### config.mk
export PLATFORM = sky130hd
export DESIGN_NAME = fetch_unit
export DESIGN_NICKNAME = d
export VERILOG_FILES = /design/src/rtl/fetch_unit_pkg.sv /design/src/rtl/fetch_unit_if_id_reg.sv /design/src/rtl/fetch_unit.sv
export SDC_FILE = /design/constraint.sdc
export NUM_CORES = 1
export LEC_CHECK = 0
export CAP_MARGIN = 25
export CORE_ASPECT_RATIO = 0.8
export CORE_UTILIZATION = 35
export CTS_BUF_LIST = sky130_fd_sc_hd__clkbuf_8
export DETAILED_ROUTE_END_ITERATION = 10
export PLACE_DENSITY = 0.77
export RECOVER_POWER = 100
export SLEW_MARGIN = 0
export SYNTH_ARGS = -nofsm -noshare
export SYNTH_HDL_FRONTEND = slang
export SYNTH_SLANG_ARGS = --single-unit
### constraint.sdc
create_clock -name clk -period 6.2 [get_ports clk]
set_clock_uncertainty 0.15 [all_clocks]
set_input_delay 1.55 -clock clk [delete_from_list [all_inputs] [get_ports clk]]
set_output_delay 1.55 -clock clk [all_outputs]
set_load 0.05 [all_outputs]
### src/rtl/fetch_unit_pkg.sv
// Shared fetch-stage types: bubble word, XLEN, fetch FSM encoding and the IF/ID payload.
package fetch_unit_pkg;

  localparam int XLEN = 32;
  localparam logic [XLEN-1:0] NOP_INS = 32'h0000_0013;

  typedef enum logic {
    RUN  = 1'b0,
    HALT = 1'b1
  } fetch_state_t;

  typedef struct packed {
    logic [XLEN-1:0] pc;
    logic [XLEN-1:0] ins;
    logic            valid;
  } ifid_t;

  function automatic logic [XLEN-1:0] align_word(input logic [XLEN-1:0] addr);
    return {addr[XLEN-1:2], 2'b00};
  endfunction

endpackage

### src/rtl/fetch_unit_if_id_reg.sv
// IF/ID pipeline register: one-cycle capture of pc/ins; flush inserts a bubble.
// hold freezes the contents; flush has priority over hold.
module if_id_reg
  import fetch_unit_pkg::*;
#(
  parameter logic [XLEN-1:0] NOP_VAL = NOP_INS
) (
  input  logic            clk,
  input  logic            rst,
  input  logic            hold,
  input  logic            flush,
  input  logic [XLEN-1:0] pc_d,
  input  logic [XLEN-1:0] ins_d,
  output ifid_t           q
);

  always_ff @(posedge clk or posedge rst) begin
    if (rst) begin
      q <= '{pc: '0, ins: NOP_VAL, valid: 1'b0};
    end else if (flush) begin
      q <= '{pc: pc_d, ins: NOP_VAL, valid: 1'b0};
    end else if (!hold) begin
      q <= '{pc: pc_d, ins: ins_d, valid: 1'b1};
    end
  end

endmodule

### src/rtl/fetch_unit.sv
// fetch_unit: PC register, RUN/HALT FSM and IF/ID stage; fetch latency is one cycle.
// stall holds PC and IF/ID; redirect flushes and reloads PC with priority over stall.
module fetch_unit
  import fetch_unit_pkg::*;
#(
  parameter logic [XLEN-1:0] RESET_PC   = 32'h0000_0000,
  parameter int              IMEM_BYTES = 400,
  parameter logic [XLEN-1:0] NOP_INS    = fetch_unit_pkg::NOP_INS
) (
  input  logic            clk,
  input  logic            rst,
  input  logic            stall,
  input  logic            redirect,
  input  logic [XLEN-1:0] redirect_pc,
  output logic [XLEN-1:0] imem_addr,
  input  logic [XLEN-1:0] imem_data,
  output logic [XLEN-1:0] if_pc,
  output logic [XLEN-1:0] if_ins,
  output logic            if_valid,
  output logic            halted
);

  localparam logic [XLEN-1:0] LAST_PC = XLEN'(IMEM_BYTES - 4);

  fetch_state_t    state;
  logic [XLEN-1:0] pc;
  logic            in_range;
  logic            ifid_hold;
  logic            ifid_flush;
  ifid_t           ifid_q;

  assign in_range = (pc <= LAST_PC);

  // HALT ignores stall and keeps flushing, so IF/ID never shows a valid slot there.
  assign ifid_hold  = (state == RUN) && !redirect && stall;
  assign ifid_flush = !ifid_hold && (redirect || (state == HALT) || !in_range);

  always_ff @(posedge clk or posedge rst) begin
    if (rst) begin
      state <= RUN;
      pc    <= RESET_PC;
    end else begin
      case (state)
        RUN: begin
          if (redirect) begin
            pc <= align_word(redirect_pc);
          end else if (!stall) begin
            if (in_range) begin
              pc <= pc + 32'd4;
            end else begin
              state <= HALT;
            end
          end
        end
        HALT: begin
          if (redirect) begin
            pc    <= align_word(redirect_pc);
            state <= RUN;
          end
        end
        default: state <= RUN;
      endcase
    end
  end

  if_id_reg #(
    .NOP_VAL(NOP_INS)
  ) u_if_id_reg (
    .clk  (clk),
    .rst  (rst),
    .hold (ifid_hold),
    .flush(ifid_flush),
    .pc_d (pc),
    .ins_d(imem_data),
    .q    (ifid_q)
  );

  assign imem_addr = pc;
  assign if_pc     = ifid_q.pc;
  assign if_ins    = ifid_q.ins;
  assign if_valid  = ifid_q.valid;
  assign halted    = (state == HALT);

endmodule
==> run summary <==
PLACED DESIGN
---------------------------------------------------------------------------------
Sum of net half-perimeters after detailed placement                  8450 microns
Placed insts                                                                  674
Final RePlAce weighted congestion                                           0.837
Number of port buffers                                                        159

CTS
---------------------------------------------------------------------------------
Number of H-tree levels                                                         3
Master cell of the clock root buffer                                     clkbuf_8
Cts bufs inserted                                                               9
Register clock-pin slew on the reported worst setup and hold paths        0.08 ns
CTS tree                                                                      yes
Setup repair bufs after CTS                                                     0
Cts hold-fix bufs                                                               0
Number of cells upsized or downsized after cts                                  0
Number of clock sinks                                                          94
Clk_lat worst skew                                                        0.36 ns
CTS Buffer Depth                                                                2

FINAL LAYOUT
---------------------------------------------------------------------------------
Share of post-route cells with drive strength above 1                       6.79%
Post-synthesis to final-layout area growth                                  48.1%
Number of inserted diodes                                                       0
Final design utilization                                                    53.8%
Count of nets after finishing                                                 611
Finished Layout Cells                                                         689

GLOBAL ROUTING
---------------------------------------------------------------------------------
Overflow left after global routing                                              0
Wire length of the first global-routing pass                         18400 microns
Antenna violations before repair                                                0
Number of global-route vias before repair                                    3489
Pin count of the biggest net entering global routing                           62
Combined global-route utilization of all metal layers                       20.2%

TIMING
---------------------------------------------------------------------------------
Max-Slew Margin vs Limit                                                   -77.1%
Final critical-path share of the clock period                               74.6%
Clock period minus worst slack                                            4.62 ns
Count of pins over their slew limit                                            62
Pin slew with the least headroom to its limit                             2.64 ns
TNS Setup                                                                    0 ns
RSZ-0062 raised after global routing                                           no
Hold violation count in the final report                                        0
# setup viols final                                                             0
Maximum clock frequency                                                 0.216 GHz

FLOORPLANNING
---------------------------------------------------------------------------------
Area of the die                                                       11900 sq um
Floorplan die height                                                 97.7 microns
Overall die width                                                     122 microns
Std cell rows                                                                  34
Placeable core area                                                   11000 sq um
Top-level port count                                                          166
Effective utilization at floorplan                                          36.4%

YOSYS
---------------------------------------------------------------------------------
Simple-gate share of the synthesized area                                   18.5%
Number of flops mapped to enable cells by yosys                                 0
Share of flip-flops with an asynchronous set or reset                        100%
Yosys warning total                                                             0
Dominant combinational cell family by area after synthesis           simple AND/OR/NAND/NOR gates
Prevailing post-synth register cell                                       dfrtp_1
Area fraction in compound gates after synthesis                             13.3%
Post-synthesis instance area                                           4010 sq um
Post-Synth Adder-Cell Area                                                 0.625%
Count of different cell masters after synthesis                                43
Gate count after technology mapping                                           384
Cell taking the most area after synthesis                                 dfrtp_1
Post-synthesis xor/xnor area fraction                                          0%
Post-Synthesis Mean Instance Area                                      10.4 sq um
Count of state elements after synthesis                                        94
Top cell type's share of synthesized area                                   56.9%
Sequential area share after synthesis                                       58.8%
Top cells by area, synth                                             dfrtp_1, nand2_1, a22o_1
Fraction of synthesized area in multiplexers                                4.09%

WORST SETUP PATH
---------------------------------------------------------------------------------
Critical path endpoint category                                          register
Critical path peak fanout                                                      32
Endpoint arrival time on the critical path                                4.76 ns
FF-to-FF setup slack                                                      2.83 ns
Type of the worst setup path                                            in -> reg
Kind of start point of the critical path                               input port
Required time reported for the critical path endpoint                     6.34 ns

ROUTE
---------------------------------------------------------------------------------
Via count normalized by instance count                                       5.08
Number of iterations in the first detailed-routing pass                         4
DRC                                                                             0
Total via count in the routed design                                         3499
Final wirelength                                                     11600 microns
Wire length per cell after detailed routing                          16.8 microns
Detailed Route Iter0 Violations                                               156
Residual antenna-violating net count after detailed routing                     0

PWR
---------------------------------------------------------------------------------
Total Power                                                               1.60 mW
Power per cell area                                                   269 nW/um^2
Worst ir drop on vdd                                                   0.000168 V
Leakage power figure                                                      2.67 nW

FLOW RUN
---------------------------------------------------------------------------------
Max-cap violations                                                              1

WORST HOLD PATH
---------------------------------------------------------------------------------
Type of the tightest min-delay check                                   reg -> reg

RUN STATUS
---------------------------------------------------------------------------------
Failing checks                                                       max-capacitance violations, max-slew violations
Status                                                               finished, violations left

stage by stage:
step	worst slack [ns]	area [sq um]	hold WS, ns
floorplan	2.06	4020	0.456
global placement	1.52	5720	0.301
detailed placement	1.71	5750	0.306
CTS	2.09	5990	0.324
global route	1.37	5930	0.339
finish	1.58	5930	0.312
cell families (layout without fill, tap and decap cells):
group | after synthesis | after routing
AO/OA/AOI/OAI | 72 | 72
buffers and inverters | 38 | 196
multiplexers | 15 | 15
other | 1 | 4
adder cells (fa/ha/maj) | 2 | 2
AND/OR/NAND/NOR | 162 | 162
flip-flops | 94 | 94
area by class of cell:
class / count / area, sq um
Inverter: 14 / 53.8
Fill cell: 1004 / 5090
Sequential cell: 94 / 2360
Tap cell: 144 / 180
Clock buffer: 10 / 138
Multi-Input combinational cell: 255 / 1460
Clock inverter: 5 / 98.8
Timing Repair Buffer: 167 / 1650
placed cells by master, fill, tap and decap left out, drive strengths merged, types with 3 or more instances in the layout:
cell	n
buf	4
nor2	20
bufinv	3
a22oi	4
dlygate4sd3	96
dfstp	3
conb	4
a22o	30
inv	14
nor2b	3
a21oi	16
nand2	98
clkdlybuf4s50	63
nor3	9
nand4	7
or4	3
o21ai	7
mux2	11
dfrtp	91
clkbuf	14
mux2i	4
o22ai	3
nor4	5
nand3	8
power breakdown:
group	internal, mW	switching, mW
sequential	0.659	0.0482
clock	0.275	0.205
combinational	0.136	0.276
registers in the layout, indices dropped and copies added, names as in the netlist:
name,flops
imem_addr,30
u_if_id_reg.q,63
halted,1
layer usage:
layer / share of wire (%) / up-vias / wire length, microns / global-route usage, %
li1: - / 1640 / - / -
met1: 43 / 1689 / 5010 / 26.0
met2: 46 / 154 / 5290 / 31.5
met3: 9.7 / 16 / 1130 / 7.57
met4: 1.5 / 0 / 169 / 5.51
met5: 0 / - / 0 / 0
critical path, stage by stage:
cell and delay [ns]:
dlygate4sd3_1 0.78, nor2_1 0.69, nor4b_1 1.02, buf_4 0.49, a22o_1 0.21
final timing paths:
check	from	end	cells after the start
max in group asynchronous	rst	u_if_id_reg.q[60]	3
worst min-delay path	u_if_id_reg.q[47]	u_if_id_reg.q[47]	2
worst max-delay path	redirect	u_if_id_reg.q[17]	5
worst min register to register	u_if_id_reg.q[47]	u_if_id_reg.q[47]	2
worst max register to register	imem_addr[18]	u_if_id_reg.q[17]	5
min in group asynchronous	rst	u_if_id_reg.q[8]	2
synthesized netlist by cell type (all sizes together) (5+ instances only):
| cell type | number |
|---|---|
| nand3 | 8 |
| buf | 10 |
| dfrtp | 91 |
| nand4 | 7 |
| clkbuf | 14 |
| o21ai | 7 |
| nor4 | 5 |
| nor3 | 9 |
| mux2 | 11 |
| nor2 | 20 |
| a22o | 30 |
| nand2 | 98 |
| a21oi | 16 |
| inv | 14 |
No activity file was read; power rests on OpenSTA's default activity.
